[src/rtl/nibble_serializer_16to4_if.sv]
// Handshake bundle for the 16-to-4 nibble serializer:
// upstream word side plus downstream nibble side.
interface nibble_serializer_16to4_if;
  logic [15:0] inData;
  logic        inValid;
  logic        outReady;
  logic [3:0]  outData;
  logic [1:0]  outSel;
  logic        outValid;
  logic        outLast;
  logic        inDownReady;

  modport slave (
    input  inData,
    input  inValid,
    output outReady,
    output outData,
    output outSel,
    output outValid,
    output outLast,
    input  inDownReady
  );

  modport master (
    output inData,
    output inValid,
    input  outReady,
    input  outData,
    input  outSel,
    input  outValid,
    input  outLast,
    output inDownReady
  );
endinterface

[src/rtl/nibble_serializer_16to4.sv]
// Zigbee TX serializer: one 16-bit word in, four
// nibbles out, slot index on outSel.
module nibble_serializer_16to4 #(
  parameter bit MSB_FIRST = 1'b1
) (
  input logic inClk,
  input logic inRst,
  nibble_serializer_16to4_if.slave bus
);
  typedef enum logic {IDLE, SEND} state_t;

  state_t      state, state_n;
  logic [15:0] hold_q, hold_n;
  logic [1:0]  cnt_q, cnt_n;
  logic [1:0]  idx;
  logic        last;
  logic        acc;
  logic        hs;

  assign last = (state == SEND) && (cnt_q == 2'd3);

  // Ready opens on the final handshake so words chain without bubbles
  assign bus.outReady = !inRst &&
    ((state == IDLE) || (last && bus.inDownReady));

  assign bus.outValid = (state == SEND);
  assign bus.outLast  = last;
  assign bus.outSel   = cnt_q;

  assign idx = MSB_FIRST ? 2'd3 - cnt_q : cnt_q;
  assign bus.outData = hold_q[{idx, 2'b00} +: 4];

  assign acc = bus.inValid && bus.outReady;
  assign hs  = bus.outValid && bus.inDownReady;

  always_comb begin
    state_n = state;
    hold_n  = hold_q;
    cnt_n   = cnt_q;
    if (hs) begin
      cnt_n = cnt_q + 2'd1;
      if (cnt_q == 2'd3) state_n = IDLE;
    end
    if (acc) begin
      hold_n  = bus.inData;
      cnt_n   = 2'd0;
      state_n = SEND;
    end
  end

  always_ff @(posedge inClk) begin
    if (inRst) begin
      state  <= IDLE;
      hold_q <= '0;
      cnt_q  <= '0;
    end else begin
      state  <= state_n;
      hold_q <= hold_n;
      cnt_q  <= cnt_n;
    end
  end
endmodule

[src/flat_wrapper.sv]
// flat-port wrapper written by rule: the top's interface ports become plain ports
module nibble_serializer_16to4_flat 
#(
  parameter bit MSB_FIRST = 1'b1
)
  (inClk, inRst, bus_inData, bus_inValid, bus_outReady, bus_outData, bus_outSel, bus_outValid, bus_outLast, bus_inDownReady);
  nibble_serializer_16to4_if bus_i ();
  input logic inClk;
  input logic inRst;
  input wire logic [$bits(bus_i.inData)-1:0] bus_inData;
  input wire logic [$bits(bus_i.inValid)-1:0] bus_inValid;
  output wire logic [$bits(bus_i.outReady)-1:0] bus_outReady;
  output wire logic [$bits(bus_i.outData)-1:0] bus_outData;
  output wire logic [$bits(bus_i.outSel)-1:0] bus_outSel;
  output wire logic [$bits(bus_i.outValid)-1:0] bus_outValid;
  output wire logic [$bits(bus_i.outLast)-1:0] bus_outLast;
  input wire logic [$bits(bus_i.inDownReady)-1:0] bus_inDownReady;
  assign bus_i.inData = bus_inData;
  assign bus_i.inValid = bus_inValid;
  assign bus_outReady = bus_i.outReady;
  assign bus_outData = bus_i.outData;
  assign bus_outSel = bus_i.outSel;
  assign bus_outValid = bus_i.outValid;
  assign bus_outLast = bus_i.outLast;
  assign bus_i.inDownReady = bus_inDownReady;
  nibble_serializer_16to4 #(.MSB_FIRST(MSB_FIRST)) u_core (.inClk(inClk), .inRst(inRst), .bus(bus_i));
endmodule
[config.mk]
export PLATFORM = sky130hd
export DESIGN_NAME = nibble_serializer_16to4_flat
export DESIGN_NICKNAME = d
export VERILOG_FILES = /design/src/rtl/nibble_serializer_16to4_if.sv /design/src/rtl/nibble_serializer_16to4.sv /design/src/flat_wrapper.sv
export SDC_FILE = /design/constraint.sdc
export NUM_CORES = 1
export LEC_CHECK = 0
export ABC_AREA = 0
export CAP_MARGIN = 0
export CORE_MARGIN = 5
export CORE_UTILIZATION = 45
export DETAILED_ROUTE_END_ITERATION = 8
export PLACE_DENSITY = 0.77
export SLEW_MARGIN = 10
export SYNTH_ARGS = -nofsm -noshare
export SYNTH_HDL_FRONTEND = slang
export SYNTH_SLANG_ARGS = --single-unit
[constraint.sdc]
create_clock -name inClk -period 3.6 [get_ports inClk]
set_input_delay 0.72 -clock inClk [delete_from_list [all_inputs] [get_ports inClk]]
set_output_delay 0.72 -clock inClk [all_outputs]
set_load 0.03 [all_outputs]
==> flow_results.org, run 1 <==
** Clock tree
- Maximum root-to-sink buffer count :: 2
- Clock insertion delay at the later pin of the skew report :: 290 ps
- Number of H-tree levels :: 1
- # hold bufs at CTS :: 0
- Number of buffers created by CTS :: 3
- Root buf cell :: clkbuf_4
- Clock-pin slew was measured on the worst setup and hold paths at 100 ps.
- Post-CTS repair changed the size of 0 cells.
- Clock tree from TritonCTS :: yes
- Sinks on Clock Net :: 19
- Number of post-CTS setup repair buffers :: 0

** Logic synthesis
- Number of instances in the synthesized netlist :: 72
- Post-synthesis cell type count :: 19
- Cell types occupying the most area after synthesis :: dfxtp_1, mux2_4, mux2_2
- Post-synthesis average cell area :: 12.95 µm²
- Yosys warns :: 0
- Largest area contributor in the synthesized netlist :: dfxtp_1
- After synthesis, the largest area contributor takes up 40.81% of total cell area.
- Syn Std Cell Area :: 932.1 µm²
- #FFs+latches synth :: 19
- Summing the sequential cell areas from Yosys gives 40.81% of the chip area.
- When the netlist entered floorplanning its net count stood at 93.

** Cells and area
- Layout net count :: 123
- Filler cell count in the final layout :: 172
- Share of cells above drive strength 1 :: 27.72%
- 0 antenna diodes ended up in the layout.
- After routing the design area is 1241 µm².
- Relative to the synthesized area, the layout overhead comes to 33.15%.

** Routing
- Using the TritonRoute via totals, the vias-per-cell ratio works out to 4.805.
- Once detail routing completed, the nets flagged for antenna violations numbered 0.
- Via total after detailed routing :: 615
- In this run, the number of DRC markers left after iteration 0 of detailed routing was 1.
- The pre-antenna-repair detailed-routing pass consisted of 4 iterations.
- After detailed routing, the average wire length per cell comes to 13.34 µm.
- For this run, design rule violations remaining after detail routing come to 0.
- After detailed routing, the total wire length is 1708 µm.

** Worst setup path
- CP cell instances :: clkdlybuf4s50_1 > a21boi_4 > nor2_1 > clkdlybuf4s50_1
- STA classifies the critical path startpoint as an input pin.
- Crit Path Class :: in2out
- The largest single stage delay on the critical path is 680 ps.
- Data on the critical path arrives at its endpoint at 2100 ps.
- Type of element capturing the critical path :: primary output
- Maximum fanout count along the critical path :: 3
- The worst register-to-register path has a setup slack of 1710 ps.
- Worst reg2reg path depth :: 5
- Cell with the biggest individual delay on the critical path :: clkdlybuf4s50_1
- The worst register-to-register path ends at u_core.hold_q[0].
- Data required time of the worst path :: 2880 ps
- Critical Path Most Common Cell :: clkdlybuf4s50_1
- Worst setup path start :: bus_inDownReady
- Start of the worst register-to-register path :: u_core.bus.outSel[1]
- Count of buffer and inverter cells on the critical path :: 2
- Crit path max-delay family :: buffers and inverters
- The critical path runs through a total of 4 cells.
- Setup crit end :: bus_outReady

** Timing
- Timing-limited maximum frequency :: 355.0 MHz
- Final Hold Viols :: 0
- Of the available clock period, the critical path in the final layout requires 78.25%.
- Actual transition at the worst max-transition pin :: 375.8 ps
- Setup violations remaining at the end of the flow were counted as 0.
- Accumulated negative setup slack :: 0 ps
- Slew margin rel. :: 74.91%
- Worst clock skew :: 0.8508 ps
- Minimum period implied by the final worst setup slack :: 2817 ps
- Setup repair after global routing left no endpoint under its margin.
- The number of max-slew violations in the final report is 0.

** Outcome
- The run finished with clean final reports.

** Power and ir drop
- Leakage power figure :: 0.5200 nW
- Part of the total power dissipated in combinational logic :: 21.7%
- Internal power comes to 326.8 µW.
- Sw frac :: 24.32%
- Total power per unit cell area :: 347.9 nW/µm²
- The worst-case IR drop observed on VDD is 314.3 µV.
- Of the total power, the clock network draws 24.3%.
- Sequential share of power :: 54.0%
- Net switching power :: 105.0 µW

** Place
- Placed wire-length estimate after detailed placement :: 1226 µm
- Routability-driven placement congestion ratio :: 0.6796
- In this run the cell area measured after placement is 1215 µm².
- Buffers placed on the I/O ports in this run total 28.

** GRT
- Maximum number of pins on one net before global-route repair :: 21
- Number of global-route vias before repair :: 664
- The number of antenna violations at the first check in global routing is 0.
- First-pass GRT wire length :: 2842 µm
- For this run, the total global-route usage over all layers was measured as 11.60%.
- After global routing the overflow that remains totals 0.

** Floorplanning
- The initialized floorplan defines 16 standard-cell rows.
- Std-Cell Core Area :: 1962 µm²
- The die covers 3081 µm².
- Die X-Extent :: 55.51 µm
- For this design the top-level I/O count stands at 29.
- From bottom edge to top edge, the die measures 55.51 µm.
- For this configuration, the core starts out at a cell density of 47.51%.

** Run
- The tool flagged a number of max-cap violations equal to 0.

** Worst hold path
- In this run the worst hold path is classified as reg2reg.
-- how the worst min path moves through the flow --
stage	startpoint	end	slack (ps)	cells after the start
2_1_floorplan	u_core.hold_q[8]	u_core.hold_q[8]	560	2
3_3_place_gp	u_core.hold_q[4]	u_core.hold_q[4]	570	2
3_5_place_dp	u_core.hold_q[2]	u_core.hold_q[2]	570	2
4_1_cts	u_core.hold_q[2]	u_core.hold_q[2]	600	2
5_1_grt	u_core.hold_q[8]	u_core.hold_q[8]	620	2
6_report	u_core.hold_q[7]	u_core.hold_q[7]	600	2
-- power groups by stage --
stage,sequential [mW],combinational (mW),clock (mW)
after floorplan,0.238,0.0561,0
after CTS,0.233,0.0950,0.109
after global placement,0.238,0.0927,0
after detailed placement,0.238,0.0944,0
after global routing,0.236,0.0994,0.119
final,0.233,0.0937,0.105
-- worst reg2reg max path: stages, from the launching register on --
cell and delay [ps]:
dfxtp_1 560, ha_1 290, a21boi_4 80, nor3b_2 160
buf_4 310, mux2_2 380
-- flip-flops by register name, indices dropped and copies added, names as in the netlist --
name and flops:
u_core.bus.outSel 2, u_core.bus.outValid 1, u_core.hold_q 16
-- stage by stage --
| stage | worst slack, ps | std cells | hold WS, ps | util (%) | total power [mW] |
|---|---|---|---|---|---|
| 2_1_floorplan | 1423 | 72 | 555.6 | - | 0.2944 |
| 4_1_cts | 769.9 | 128 | 604.6 | 63.27 | 0.4377 |
| 3_3_place_gp | 800.6 | 124 | 571.6 | 61.93 | 0.3302 |
| 5_1_grt | 708.4 | 128 | 621.6 | 63.27 | 0.4544 |
| 3_5_place_dp | 781.0 | 124 | 573.2 | 61.93 | 0.3323 |
| 6_report | 782.9 | 128 | 601.4 | 63.27 | 0.4319 |
-- placed cells by master (no fill, tap or decap), types with 2 or more instances in the layout --
| master | netlist | layout |
|---|---|---|
| mux4_2 | 4 | 4 |
| nor2_1 | 3 | 3 |
| clkdlybuf4s50_1 | 0 | 28 |
| nor2b_1 | 8 | 8 |
| and2b_1 | 8 | 8 |
| clkbuf_4 | 0 | 3 |
| mux2_4 | 8 | 8 |
| nor3_1 | 2 | 2 |
| dfxtp_1 | 19 | 19 |
| buf_4 | 1 | 2 |
| mux2_2 | 8 | 8 |
-- metal layers --
| metal | vias up | global-route usage [%] | wire (µm) |
|---|---|---|---|
| met5 | - | 0 | 0 |
| met2 | 21 | 19.76 | 826 |
| met1 | 288 | 12.64 | 741 |
| met4 | 0 | 3.125 | 10 |
| li1 | 304 | - | - |
| met3 | 2 | 5.828 | 130 |
-- kinds of logic (layout without fill, tap and decap cells) --
group                    count (synthesis)  count (layout)  synth area share (%)
AO/OA/AOI/OAI                            1               1                 2.014
XOR/XNOR                                 1               1                0.9398
adder cells (fa/ha/maj)                  1               1                 1.342
buffers and inverters                    5              34                 4.967
flip-flops                              19              19                 40.80
multiplexers                            21              21                 33.29
AND/OR/NAND/NOR                         24              24                 16.64
-- Yosys cell counts --
library cell / count
buf_4: 1
a21boi_4: 1
and2b_1: 8
xor2_1: 1
nor2_1: 3
mux2_2: 8
buf_12: 1
ha_1: 1
nor3b_2: 1
buf_6: 1
mux2_4: 8
nand2_1: 1
dfxtp_1: 19
nor2b_1: 8
mux4_2: 4
and2_2: 1
mux2i_1: 1
clkbuf_1: 2
nor3_1: 2
-- cell type report --
class	instances	area [µm²]	share of cell area, %
repair buffers	30	295.3	23.79
multi-input cells	48	505.5	40.73
well taps	27	33.78	2.722
clock buffers	4	26.28	2.117
flip-flops and latches	19	380.4	30.65
Note: power is estimated with default switching activity, not from simulation.
==> inputs of run 2 (changes only) <==
Clock period 3.6 ns to 2.8 ns, I/O delays scaled along.
==> run 2 against run 1 <==
Net effect: via count up 0.65%; register-to-register slack worse by 800 ps; combinational power rose by 29%; global-route usage rose by 0.83 points; clock power is 33% higher; utilization grew 0.064 points; die area unchanged; critical endpoint is now bus_outData[1]; largest power group unchanged.
==> flow_results.org, run 2 (synthesis gave the netlist of run 1 again) <==
** Worst setup path
- Critical Path Stages :: 2 (-2)
- The startpoint identified for the worst register-to-register timing path is u_core.bus.outSel[1].
- R2r endpoint :: u_core.hold_q[13]
- Count of buffer and inverter cells on the critical path :: 1 (-1)
- Register-to-Register Setup Slack :: 910 ps (-800 ps)
- Worst setup path start :: u_core.bus.outSel[1]
- Worst path max stage delay :: 600 ps (-80 ps)
- Maximum fanout count along the critical path :: 7 (+4)
- The critical path goes through mux4_2 > clkdlybuf4s50_1.
- Crit path max-delay family :: buffers and inverters
- The slowest stage of the critical path belongs to the cell clkdlybuf4s50_1.
- Type of element capturing the critical path :: primary output
- Data required time of the worst path :: 2240 ps (-640 ps)
- Arrival time of data at the critical path endpoint :: 2020 ps (-80 ps)
- Setup crit end :: bus_outData[1]
- The worst setup path is launched from a register.
- The number of cells traversed by the worst register-to-register path came to 5 (unchanged).
- By startpoint and endpoint, the worst setup path is classified as reg2out.

** Clock tree
- TritonCTS built the clock tree.
- # hold bufs at CTS :: 0 (unchanged)
- Number of H-tree levels :: 1 (unchanged)
- The number of setup buffers added after CTS is 0 (unchanged).
- Sinks on Clock Net :: 19 (unchanged)
- Number of buffers created by CTS :: 3 (unchanged)
- The source-to-sink clock delay at the later pin of the worst-skew pair was 300 ps (about the same).
- Clock slew at reported path FFs :: 110 ps (about the same)
- The maximum clock path buffer count was 2 (unchanged).
- The quantity of gates resized following cts came to 0 (unchanged).
- In this run the clock root is driven by a clkbuf_4.

** GRT
- The via count of the first global-routing pass is 688 (+3.6%).
- Overall overflow remaining after global route :: 0 (unchanged)
- Maximum number of pins on one net before global-route repair :: 21 (unchanged)
- The number of antenna violations at the first check in global routing was 0 (unchanged).
- The wire length of the first global-routing pass is 2960 µm (+4.2%).
- The global router's overall resource usage came to 12.43% (+0.83 points).

** Timing
- The hold violation total from the final report was 0 (unchanged).
- Actual transition at the worst max-transition pin :: 384.5 ps (+8.694 ps)
- For this run, the top clock speed supported by timing is 388.0 MHz.
- The worst slew slack as a fraction of its limit was 74.33% (-0.58 points).
- Accumulated negative setup slack :: 0 ps (unchanged)
- Setup repair after global routing missed its margin :: no
- Post-route clock period utilization :: 92.04%
- Number of failing setup endpoints in the final timing report :: 0 (unchanged)
- Worst clock skew :: 9.302 ps (+8.451 ps)
- Minimum period implied by the final worst setup slack :: 2577 ps
- Final worst hold slack :: 605.7 ps (+4.280 ps)
- Final Max Tran Viols :: 0 (unchanged)

** Cells and area
- The total number of nets in the final design is 123 (unchanged).
- Share of cells above drive strength 1 :: 28.71% (+0.99 points)
- The area growth from synthesis to layout is 33.29%.
- The final non-filler cell area came to 1242 µm² (+0.10%).
- Register with the highest flop count :: u_core.hold_q
- The layout filler cell count came to 184 (+7.0%).
- Final core utilization :: 63.33% (+0.064 points)
- Most frequent cells in the layout :: clkdlybuf4s50_1, dfxtp_1
- Most common cell after layout, fill and taps aside :: clkdlybuf4s50_1
- Antenna cells :: 0 (unchanged)
- Number of flip-flops under the largest register name :: 16 (unchanged)

** Place
- Placed wire-length estimate after detailed placement :: 1285 µm (+4.8%)
- Area after detailed placement :: 1215 µm² (unchanged)
- The number of input and output port buffers inserted is 28 (unchanged).
- Routability-driven placement congestion ratio :: 0.6790 (about the same)

** Worst hold path
- Path class of the lowest-slack min-delay path :: reg2reg

** Run
- The reported max-cap violation count was 0 (unchanged).

** Floorplanning
- Floorplan row count :: 16 (unchanged)
- Vertical extent of the die :: 55.51 µm (unchanged)
- The die outline area was 3081 µm² (unchanged).
- The horizontal extent of the die is 55.51 µm (unchanged).
- I/O pin count :: 29 (unchanged)
- The effective utilization at floorplan came to 47.51% (unchanged).
- Std-Cell Core Area :: 1962 µm² (unchanged)

** Routing
- The residual DRC count was 0 (unchanged).
- Detailed-route vias per instance :: 4.836 (+0.65%)
- Drt total wl :: 1778 µm (+4.1%)
- Number of DRC markers after the initial detailed-route iteration :: 2 (+1)
- Routed Antenna Nets :: 0 (unchanged)
- Number of detailed-routing iterations run before antenna repair :: 2 (-2)
- Via total after detailed routing :: 619 (+0.65%)
- The routed wire length per instance came to 13.89 µm (+4.1%).

** Power and ir drop
- The leakage power of the design is 0.5227 nW (+0.52%).
- Max IR drop VDD :: 307.6 µV (-2.1%)
- Share of power burned in the clock network :: 25.0% (+0.7 points)
- The overall power of the completed layout came to 560.2 µW (+30%).
- The switching power was 142.0 µW (+35%).
- Part of the total power dissipated in combinational logic :: 21.5% (-0.2 points)
- Sw frac :: 25.36% (+1.0 points)
- The power per unit of standard cell area is 450.9 nW/µm² (+30%).
- The sequential fraction of design power was 53.5% (-0.5 points).
- Pint :: 418.1 µW (+28%)

** Outcome
- Status :: completed
## run 2: how the worst min path moves through the flow
stage | from | to | cells past startpoint
after floorplan | u_core.hold_q[8] | u_core.hold_q[8] | 2
after CTS | u_core.hold_q[8] | u_core.hold_q[8] | 2
after detailed placement | u_core.hold_q[2] | u_core.hold_q[2] | 2
after global routing | u_core.hold_q[8] | u_core.hold_q[8] | 2
after global placement | u_core.hold_q[4] | u_core.hold_q[4] | 2
final | u_core.hold_q[8] | u_core.hold_q[8] | 2
## run 2: area by class of cell
type                    count  area [µm²]  share of cell area [%]
flip-flops and latches     19       380.4                   30.61
well taps                  27       33.78                   2.719
clock buffers               3       22.52                   1.813
repair buffers             30       295.3                   23.77
multi-input cells          48       505.5                   40.68
clock inverters             1       5.005                  0.4028
## run 2: routing by layer
layer / wire length, µm / vias up / part of all wire, % / global-route usage, %
met5: 0 / - / 0 / 0
met4: 10 / 0 / 0.56 / 4.167
met3: 133 / 2 / 7.5 / 6.527
met2: 902 / 20 / 51 / 22.30
met1: 731 / 293 / 41 / 12.09
li1: - / 304 / - / -
## run 2: stage by stage
step           cells  setup WS [ps]
3_3_place_gp     124          320.4
4_1_cts          128          180.6
6_report         128          222.8
3_5_place_dp     124          292.4
2_1_floorplan     72          783.3
5_1_grt          128          62.29
## run 2: power by group through the flow
stage / combinational [mW] / clock, mW / sequential (mW)
final: 0.121 / 0.140 / 0.300
after CTS: 0.122 / 0.147 / 0.300
after detailed placement: 0.122 / 0 / 0.306
after global routing: 0.128 / 0.161 / 0.303
after floorplan: 0.0721 / 0 / 0.306
after global placement: 0.119 / 0 / 0.305
## run 2: worst register-to-register path, stage by stage (launching register included)
cell      delay [ps]
dfxtp_1          570
ha_1             290
a21boi_4          80
nor3b_2          160
buf_4            310
mux2_2           380
